`src/rtl/shift_issue_stage.sv`:
```
// ID-to-EX issue stage for the shift datapath: decodes the shift opcode at accept
// and buffers decoded operands in a two-entry skid buffer with valid/ready on both sides.
module shift_issue_stage #(
  parameter int DW  = 32,
  parameter int SAW = 5,
  parameter int RW  = 5
) (
  input  logic           clk,
  input  logic           rst,
  input  logic           flush,
  input  logic           in_valid,
  output logic           in_ready,
  input  logic [2:0]     in_op,
  input  logic [SAW-1:0] in_shamt,
  input  logic [DW-1:0]  in_rs,
  input  logic [DW-1:0]  in_rt,
  input  logic [RW-1:0]  in_rd,
  output logic           out_valid,
  input  logic           out_ready,
  output logic [DW-1:0]  out_d,
  output logic [SAW-1:0] out_sa,
  output logic           out_right,
  output logic           out_arith,
  output logic [RW-1:0]  out_rd,
  output logic           out_badop,
  output logic [1:0]     occ
);

  typedef struct packed {
    logic [DW-1:0]  d;
    logic [SAW-1:0] sa;
    logic           right;
    logic           arith;
    logic [RW-1:0]  rd;
    logic           badop;
  } entry_t;

  typedef enum logic [1:0] {
    EMPTY = 2'd0,
    ONE   = 2'd1,
    FULL  = 2'd2
  } state_e;

  // Reserved op 01 falls out as sll (right = 0, arith = 0) and is flagged.
  function automatic entry_t decode(input logic [2:0]     op,
                                    input logic [SAW-1:0] shamt,
                                    input logic [SAW-1:0] rs_amt,
                                    input logic [DW-1:0]  rt,
                                    input logic [RW-1:0]  rd);
    entry_t e;
    e.d     = rt;
    e.sa    = op[2] ? rs_amt : shamt;
    e.right = op[1];
    e.arith = op[1] & op[0];
    e.rd    = rd;
    e.badop = (op[1:0] == 2'b01);
    return e;
  endfunction

  state_e state_q;
  entry_t head_q;
  entry_t skid_q;
  logic   out_valid_q;
  logic   in_ready_q;

  logic   accept_s;
  logic   issue_s;
  entry_t new_s;
  logic   unused_rs_s;

  // Handshake qualification and decode of the incoming instruction.
  always_comb begin
    accept_s = in_valid & in_ready_q;
    issue_s  = out_valid_q & out_ready;
    new_s    = decode(in_op, in_shamt, in_rs[SAW-1:0], in_rt, in_rd);
  end

  assign unused_rs_s = ^in_rs[DW-1:SAW];

  // Buffer FSM; head_q always holds the oldest entry so out_* are plain register taps.
  always_ff @(posedge clk or posedge rst) begin
    if (rst) begin
      state_q     <= EMPTY;
      head_q      <= '0;
      skid_q      <= '0;
      out_valid_q <= 1'b0;
      in_ready_q  <= 1'b0;
    end else if (flush) begin
      state_q     <= EMPTY;
      out_valid_q <= 1'b0;
      in_ready_q  <= 1'b1;
    end else begin
      case (state_q)
        EMPTY: begin
          in_ready_q <= 1'b1;
          if (accept_s) begin
            head_q      <= new_s;
            state_q     <= ONE;
            out_valid_q <= 1'b1;
          end else begin
            out_valid_q <= 1'b0;
          end
        end
        ONE: begin
          case ({accept_s, issue_s})
            2'b10: begin
              skid_q     <= new_s;
              state_q    <= FULL;
              in_ready_q <= 1'b0;
            end
            2'b01: begin
              state_q     <= EMPTY;
              out_valid_q <= 1'b0;
              in_ready_q  <= 1'b1;
            end
            2'b11: begin
              head_q     <= new_s;
              in_ready_q <= 1'b1;
            end
            default: begin
              in_ready_q <= 1'b1;
            end
          endcase
        end
        FULL: begin
          if (issue_s) begin
            head_q     <= skid_q;
            state_q    <= ONE;
            in_ready_q <= 1'b1;
          end else begin
            in_ready_q <= 1'b0;
          end
        end
        default: begin
          state_q     <= EMPTY;
          out_valid_q <= 1'b0;
          in_ready_q  <= 1'b1;
        end
      endcase
    end
  end

  assign in_ready  = in_ready_q;
  assign out_valid = out_valid_q;
  assign out_d     = head_q.d;
  assign out_sa    = head_q.sa;
  assign out_right = head_q.right;
  assign out_arith = head_q.arith;
  assign out_rd    = head_q.rd;
  assign out_badop = head_q.badop;
  assign occ       = state_q;

endmodule

```
`config.mk`:
```
export PLATFORM = sky130hd
export DESIGN_NAME = shift_issue_stage
export DESIGN_NICKNAME = d
export VERILOG_FILES = /design/src/rtl/shift_issue_stage.sv
export SDC_FILE = /design/constraint.sdc
export NUM_CORES = 1
export LEC_CHECK = 0
export CAP_MARGIN = 20
export CORE_MARGIN = 1.5
export CORE_UTILIZATION = 47
export DETAILED_ROUTE_END_ITERATION = 8
export PLACE_DENSITY = 0.81
export SLEW_MARGIN = 30
export SYNTH_ARGS = -nofsm -noshare
export SYNTH_HDL_FRONTEND = slang
export SYNTH_SLANG_ARGS = --single-unit
```
`constraint.sdc`:
```
create_clock -name clk -period 7.2 [get_ports clk]
set_clock_uncertainty 0.15 [all_clocks]
set_input_delay 1.44 -clock clk [delete_from_list [all_inputs] [get_ports clk]]
set_output_delay 1.44 -clock clk [all_outputs]
set_load 0.02 [all_outputs]
```
==> Word-level counts from Yosys, hierarchy flattened <==
Cells that the tools add are included.
{ "totals": {"register_bits": 94, "input_bits": 82, "out_inout_bits": 49, "elab_cells": 57} }
{ "classes": {"eq_ne": 14, "n_mux": 18, "bitwise": 4, "reduce_logical": 6} }
{ "ops": {"columns": ["operator", "n"], "rows": [
  ["$mux 45", 3],
  ["$pmux 45 s3", 1],
  ["$eq 2x1->1 const B", 3],
  ["$eq 2x2->1 const B", 3],
  ["$mux 1", 6],
  ["$mux 2", 3],
  ["$ne 2x2->1 const B", 3],
  ["$ne 3x3->1 const B", 2],
  ["$pmux 2 s3", 1],
  ["$reduce_and 3->1", 2],
  ["$mux 5", 1],
  ["$reduce_and 5->1", 1],
  ["$ne 4x3->1 const B", 1],
  ["$pmux 2 s2", 1],
  ["$and 1x1->1", 3],
  ["$ne 3x2->1 const B", 1],
  ["$pmux 1 s3", 1],
  ["$reduce_bool 3->1", 1],
  ["$logic_not 2->1", 1],
  ["$ne 2x1->1 const B", 1],
  ["$pmux 1 s2", 1],
  ["$reduce_and 2->1", 1],
  ["$not 1->1", 1]
]} }

==> Longest topological paths before layout <==
Gate-level depths: netlist of run 1.
{ "logic_depth": {"ltp_word": 5, "ltp_mapped": 8, "depth_no_buf": 6} }

==> Worst setup path before layout of run 1 <==
OpenSTA, ideal clock, no wires.
{ "synth_path": {"path_kind": "input -> register", "startpoint": "input in_valid", "endpoint": "register head_q (netlist bit out_sa[0])", "setup_ns": 0.125, "t_arrival_ns": 2.524, "required_ns": 6.925, "setup_slack_ns": 4.401, "path_stages": 4, "path_buffers": 1, "path_cell_list": "nand4_1 a2111oi_4 buf_6 mux2_2"} }
{ "synth_via": {"elab_chain_len": 4, "word_cells_on_any_way": 5, "cone_classes": "eq/ne: 3; bitwise: 1; reduce/logical: 1"} }
{ "synth_lines": {"columns": ["item", "line_no", "source"], "rows": [
  ["start, declared", "11", "input logic in_valid,"],
  ["$and 1x1->1 (*)", "73", "accept_s = in_valid & in_ready_q;"],
  ["$eq 2x2->1", "105", "case ({accept_s, issue_s})"],
  ["$ne 2x1->1 (no source line)", null, null],
  ["$reduce_and 5->1 (no source line) (*)", null, null],
  ["end signal, assigned", "97", "head_q <= new_s;"],
  ["end signal, assigned", "117", "head_q <= new_s;"],
  ["end signal, assigned", "127", "head_q <= skid_q;"],
  ["end, declared", "61", "entry_t head_q;"]
]} }
Every way passes the cells marked *; elsewhere a longest branch is shown, timed or not.
A chain may end at the register's enable or synchronous reset.

==> Worst setup path after layout of run 1 <==
{ "layout_path": {"startpoint": "input out_ready", "endpoint": "register head_q (netlist bit out_d[20])"} }
{ "layout_via": {"elab_chain_len": 4, "word_cells_on_any_way": 5, "cone_classes": "eq/ne: 3; bitwise: 1; reduce/logical: 1"} }
{ "layout_lines": {"columns": ["item", "line_no", "source"], "rows": [
  ["start, declared", "19", "input logic out_ready,"],
  ["$and 1x1->1 (*)", "74", "issue_s = out_valid_q & out_ready;"],
  ["$eq 2x2->1", "105", null],
  ["$ne 2x1->1 (no source line)", null, null],
  ["$reduce_and 5->1 (no source line) (*)", null, null]
]} }
Marks and branches as above.

==> out/metrics.yaml, run 1 <==
yosysWarnings: 0
numCtsBuffers: 9
yosysTopAreaCell: "dfrtp_1"
outcome: "finished clean"
drt-vias-per-instance: 5.25
cap_viol_max_count: 0
worstMarginPinSlew_ns: 0.921
cts_setup_buffers: 0
crit_required_ns: 7.31
grt.overflow.total: 0
cts_sinks: 94
yosys_most_used_dff: "dfrtp_1"
rr_endpoint: "out_d[20]$_DFFE_PP0P_"
finalNonFillerCells: 558
final.min_clock_period_ns: 4.02
final_max_slew_viol_count: 0
antenna_found_initial: 0
synthArstFlopShare_pct: 100
synth.avg_cell_area_um2: 11.9
end_kind: "flop"
fp-row-count: 34
hp-class: "reg -> reg"
ff2ff_path_depth: 7
endpoint: "out_d[20]$_DFFE_PP0P_"
io-pin-count: 131
clockBufferDepth: 2
cp_data_arrival_time_ns: 4.13
core-area_mm2: 0.00864
totalWireLength_um: 8500
synth_cell_types: 28
slowest_stage: "a2111oi_4"
dp.final_hpwl_um: 5850
area_delta_synth_final_pct: 30.7
crit_path_cell_trace: "clkdlybuf4s50_1 -> nand4_1 -> a2111oi_4 -> buf_4 -> nor2_1 -> a21oi_1"
clk_pin_slew_ns: 0.09
critPathLaunchType: "primary input"
clk_latency_ns: 0.34
drt_iter0_drc: 74
critPathKind: "in -> reg"
die_w_um: 96.9
setup_violations: 0
ys_seq_area_share_pct: 56.7
io_buffers: 103
grt_max_degree: 73
avgRoutedWirePerCell_um: 15.2
cts_root_buf: "clkbuf_8"
place_inst: 542
htreeDepth: 3
startpoint: "out_ready"
period_share_pct: 55.8
grt_pass1_vias: 2954
hold_viol: 0
dieArea_mm2: 0.00939
fin_nets: 532
fmax_mhz: 249
setup-tns-final_ns: 0
ctsHoldBuffers: 0
place_congestion: 0.766
synthesis.area_mm2: 0.00415
antenna_cells: 0
drc: 0
die_h_um: 96.9
utilization_pct: 62.7
dr.pass1.iters: 4
critical_path.max_fanout: 72
syn_inst: 347
cts_tree: "built"
p_leak_nw: 2.18
synth-seq-cells: 94
grt.total_usage_pct: 18.8
yosysTopAreaCellShare_pct: 56.7
fillers: 722
worst_ir_drop_vdd_uv: 215
drive_gt1_share_pct: 15.1
start_util_pct: 48.0
rr_startpoint: "occ[0]$_DFFE_PP0P_"
cts.repair.resized: 0
grt_pass1_wl_um: 14400
detail-route-antenna-nets: 0
vias: 2927
synthTopCellsByArea: "dfrtp_1 (57%), mux2_2 (11%), mux2i_1 (10%), a21oi_1 (6.2%), nor2_1 (4.4%)"
ff2ff_setup_slack_ns: 4.10
max_stage_delay_ns: 0.92
synth.net_count: 434
relSlewSlack_pct: 38.6
synth-edff-count: 0
power.density_mw_per_mm2: 427
grt_setup_unrepaired: "false"
-- worst max-delay path, delay by kind of cell --
kind            cells  cell delay [ns]
simple gates        2             0.31
compound gates      2             1.08
buf+inv             2             1.28
-- cells in the final DEF (no fill, tap or decap), drive strengths merged, types with 2 or more instances in the layout --
master,count
mux2,44
buf,5
nand2,9
clkbuf,11
a21oi,51
a21boi,2
clkinv,3
dfrtp,94
ha,5
clkinvlp,2
mux2i,43
nor2,49
inv,7
clkdlybuf4s50,103
o21ai,9
-- area by class of cell --
class | instances | area (um^2) | share of cell area, %
Sequential cell | 94 | 2350 | 43.4
Inverter | 7 | 27.5 | 0.508
Timing Repair Buffer | 108 | 1070 | 19.7
Clock buffer | 11 | 141 | 2.61
Tap cell | 108 | 135 | 2.49
Clock inverter | 5 | 33.8 | 0.623
Multi-Input combinational cell | 225 | 1660 | 30.6
-- state kept, by name, summed over array words and instances (netlist names) --
| register | flops |
|---|---|
| out_arith | 1 |
| out_right | 1 |
| out_d | 32 |
| out_valid | 1 |
| skid_q | 45 |
| out_badop | 1 |
| out_sa | 5 |
| in_ready | 1 |
| out_rd | 5 |
| occ | 2 |
-- cells by family after synthesis --
logic type / after synthesis / share of synthesized area, %
flops: 94 / 56.7
mux: 87 / 22.3
compound gates: 67 / 9.09
simple gates: 66 / 7.06
buf+inv: 28 / 3.26
fa+ha+maj: 5 / 1.51
-- Yosys cell counts (3+ instances only) --
master	instances
nor2_1	49
inv_1	7
mux2_2	41
nand2_1	9
mux2i_1	43
o21ai_0	9
ha_1	5
a21oi_1	51
clkbuf_1	5
dfrtp_1	94
buf_2	12
mux2_1	3
-- metrics by stage --
step | area [um^2] | total power, W | setup slack (ns) | hold slack, ns
floorplan | 4150 | 0.00160 | 3.16 | 0.308
global placement | 5240 | 0.00197 | 2.89 | 0.316
detailed placement | 5240 | 0.00203 | 2.75 | 0.331
CTS | 5420 | 0.00234 | 3.12 | 0.350
global route | 5420 | 0.00247 | 2.91 | 0.376
finish | 5420 | 0.00231 | 3.18 | 0.346
-- power by group --
group / total (W) / internal (W) / switching [W]
registers: 0.000937 / 0.000791 / 0.000145
clock network: 0.000314 / 0.000135 / 0.000178
logic: 0.00106 / 0.000527 / 0.000536
total: 0.00231 / 0.00145 / 0.000860
-- worst min-delay path by stage --
| stage | start | slack (ns) | cells past startpoint | to |
|---|---|---|---|---|
| floorplan | skid_q[13]$_DFFE_PP0P_ | 0.31 | 1 | skid_q[13]$_DFFE_PP0P_ |
| global placement | skid_q[14]$_DFFE_PP0P_ | 0.32 | 1 | skid_q[14]$_DFFE_PP0P_ |
| detailed placement | skid_q[1]$_DFFE_PP0P_ | 0.33 | 1 | skid_q[1]$_DFFE_PP0P_ |
| CTS | skid_q[1]$_DFFE_PP0P_ | 0.35 | 1 | skid_q[1]$_DFFE_PP0P_ |
| global route | skid_q[1]$_DFFE_PP0P_ | 0.38 | 1 | skid_q[1]$_DFFE_PP0P_ |
| finish | skid_q[1]$_DFFE_PP0P_ | 0.35 | 1 | skid_q[1]$_DFFE_PP0P_ |
-- layer usage --
metal	wire [um]	up-vias	global-route usage, %
met5	0	-	0
met4	116	0	6.02
met3	501	9	4.41
met2	4300	82	31.8
met1	3580	1435	23.8
li1	-	1401	-
No activity file was read; power rests on OpenSTA's default activity.
==> inputs of run 2 (changes only) <==
- CORE_UTILIZATION: 47 -> 46
- PLACE_DENSITY: 0.81 -> 0.79
- clock period: 7.2 -> 3.9 ns (I/O delays scaled with it)
==> out/metrics.yaml, run 2 (synthesized netlist as in run 1, its figures left out) <==
grt_pass1_wl_um: 14500  # +0.72%
die_h_um: 97.9  # +1.1%
grt_pass1_vias: 3111  # +5.3%
fp-row-count: 34  # unchanged
final_common_cell: "clkdlybuf4s50_1"
fin_nets: 535  # +0.56%
core-area_mm2: 0.00872  # +0.99%
power.density_mw_per_mm2: 790  # +85%
crit_path_cell_trace: "clkdlybuf4s50_1 -> or2_2 -> a2111oi_4 -> buf_4 -> buf_4 -> nor2_1 -> a21oi_1"
crit_required_ns: 4.03  # -3.28 ns
critPathLaunchType: "primary input"
cts.repair.resized: 0  # unchanged
grt.overflow.total: 0  # unchanged
totalWireLength_um: 8450  # -0.51%
die_w_um: 97.9  # +1.1%
avgRoutedWirePerCell_um: 15.1  # -1.0%
crit_top_cell: "buf_4"
multiInputGateArea_mm2: 0.00166  # unchanged
critical_path.max_fanout: 39  # -46%
register_area_mm2: 0.00235  # unchanged
ctsHoldBuffers: 0  # unchanged
netSwitchingFraction_pct: 36.7  # -0.46 points
end_kind: "flop"
utilization_pct: 62.6  # -0.12 points
drt-vias-per-instance: 5.23  # -0.23%
io_buffers: 103  # unchanged
cap_viol_max_count: 0  # unchanged
cts_tree: "built"
clk_latency_ns: 0.35  # about the same
area_delta_synth_final_pct: 31.8
dp.final_hpwl_um: 5800  # -0.88%
p_leak_nw: 2.21  # +1.1%
antenna_cells: 0  # unchanged
grt.total_usage_pct: 19.0  # +0.21 points
grt_max_degree: 57  # -22%
critPathKind: "in -> reg"
cp_data_arrival_time_ns: 2.94  # -1.19 ns
design_area_mm2: 0.00546  # +0.79%
hp-class: "reg -> reg"
fmax_mhz: 356
slowest_stage: "clkdlybuf4s50_1"
grt_setup_unrepaired: "false"
top_register: "skid_q"
hold_viol: 0  # unchanged
largest_register_ffs: 45  # unchanged
power_frac_seq_pct: 40.0  # -0.5 points
worst_ir_drop_vdd_uv: 370  # +72%
drc: 0  # unchanged
drive_gt1_share_pct: 15.9  # +0.78 points
dieArea_mm2: 0.00959  # +2.1%
period_share_pct: 72.1
cts_setup_buffers: 0  # unchanged
numCtsBuffers: 9  # unchanged
final_max_slew_viol_count: 0  # unchanged
detail-route-antenna-nets: 0  # unchanged
p_total_w: 0.00431  # +86%
drt_iter0_drc: 101  # +36%
setup_violations: 0  # unchanged
fillers: 672  # -6.9%
mostFrequentLayoutCells: "clkdlybuf4s50_1 (103), dfrtp_1 (94), a21oi_1 (51), nor2_1 (49), mux2i_1 (43)"
whs_ns: 0.346  # -0.0000200 ns
htreeDepth: 3  # unchanged
p_int_w: 0.00273  # +88%
cts_sinks: 94  # unchanged
start_util_pct: 47.5  # -0.47 points
vias: 2936  # +0.31%
max_stage_delay_ns: 0.58  # -0.34 ns
relSlewSlack_pct: 44.6  # +6.0 points
clockBufferDepth: 2  # unchanged
p_sw_w: 0.00158  # +84%
dr.pass1.iters: 5  # +1
place_congestion: 0.795  # +3.8%
worstMarginPinSlew_ns: 0.832  # -0.0897 ns
combPwrFrac_pct: 45.6  # -0.4 points
clkPwrFrac_pct: 14.4  # +0.8 points
dpl_cell_area_mm2: 0.00527  # +0.45%
antenna_found_initial: 0  # unchanged
final.min_clock_period_ns: 2.81
ff2ff_setup_slack_ns: 1.39  # -2.71 ns
clk_pin_slew_ns: 0.09  # about the same
cp_top_family: "buffers and inverters"
cts_root_buf: "clkbuf_8"
path_buf_inv: 3  # +1
io-pin-count: 131  # unchanged
outcome: "finished clean"
setup-tns-final_ns: 0  # unchanged
## run 2: worst reg2reg max path, cell delays in order (launching register included)
cell and delay [ns]:
dfrtp_1 0.46, inv_1 0.10, ha_1 0.24, a21boi_0 0.18, a2111oi_4 0.40, buf_4 0.30
buf_4 0.40, nor2_1 0.11, a21oi_1 0.12
## run 2: path summary, 6_finish.rpt
check / from / endpoint / depth (start not counted)
setup / recovery: flush / out_d[2]$_DFFE_PP0P_ / 7
hold / removal: skid_q[14]$_DFFE_PP0P_ / skid_q[14]$_DFFE_PP0P_ / 1
setup reg to reg: occ[0]$_DFFE_PP0P_ / out_d[2]$_DFFE_PP0P_ / 8
hold reg to reg: skid_q[14]$_DFFE_PP0P_ / skid_q[14]$_DFFE_PP0P_ / 1
max in group asynchronous: rst / skid_q[37]$_DFFE_PP0P_ / 3
min in group asynchronous: rst / out_d[23]$_DFFE_PP0P_ / 2
## run 2: per-stage QoR
| step | setup WS (ns) | std cells |
|---|---|---|
| finish | 1.09 | 561 |
| global route | 0.955 | 561 |
| CTS | 1.11 | 561 |
| detailed placement | 0.735 | 545 |
| global placement | 0.816 | 545 |
| floorplan | 0.521 | 347 |
## run 2: cell type report
class,count,area share (%)
inverters,7,0.527
well taps,108,2.47
clock buffers,12,3.02
flip-flops and latches,94,43.1
repair buffers,111,20.0
multi-input cells,225,30.4
clock inverters,4,0.527
## run 2: routing by layer
layer	wire length, um	share of wire [%]	track usage, %	up-vias
met4	113	1.3	6.37	0
met1	3720	44	23.5	1435
met3	473	5.6	6.30	9
met2	4150	49	31.4	78
li1	-	-	-	1414
met5	0	0	0	-
## run 2: power groups by stage
stage | Clock (W) | Sequential [W] | Combinational [W]
finish | 0.000621 | 0.00172 | 0.00197
global route | 0.000683 | 0.00179 | 0.00214
CTS | 0.000643 | 0.00173 | 0.00200
global placement | 0 | 0.00172 | 0.00194
detailed placement | 0 | 0.00174 | 0.00199
floorplan | 0 | 0.00200 | 0.000952
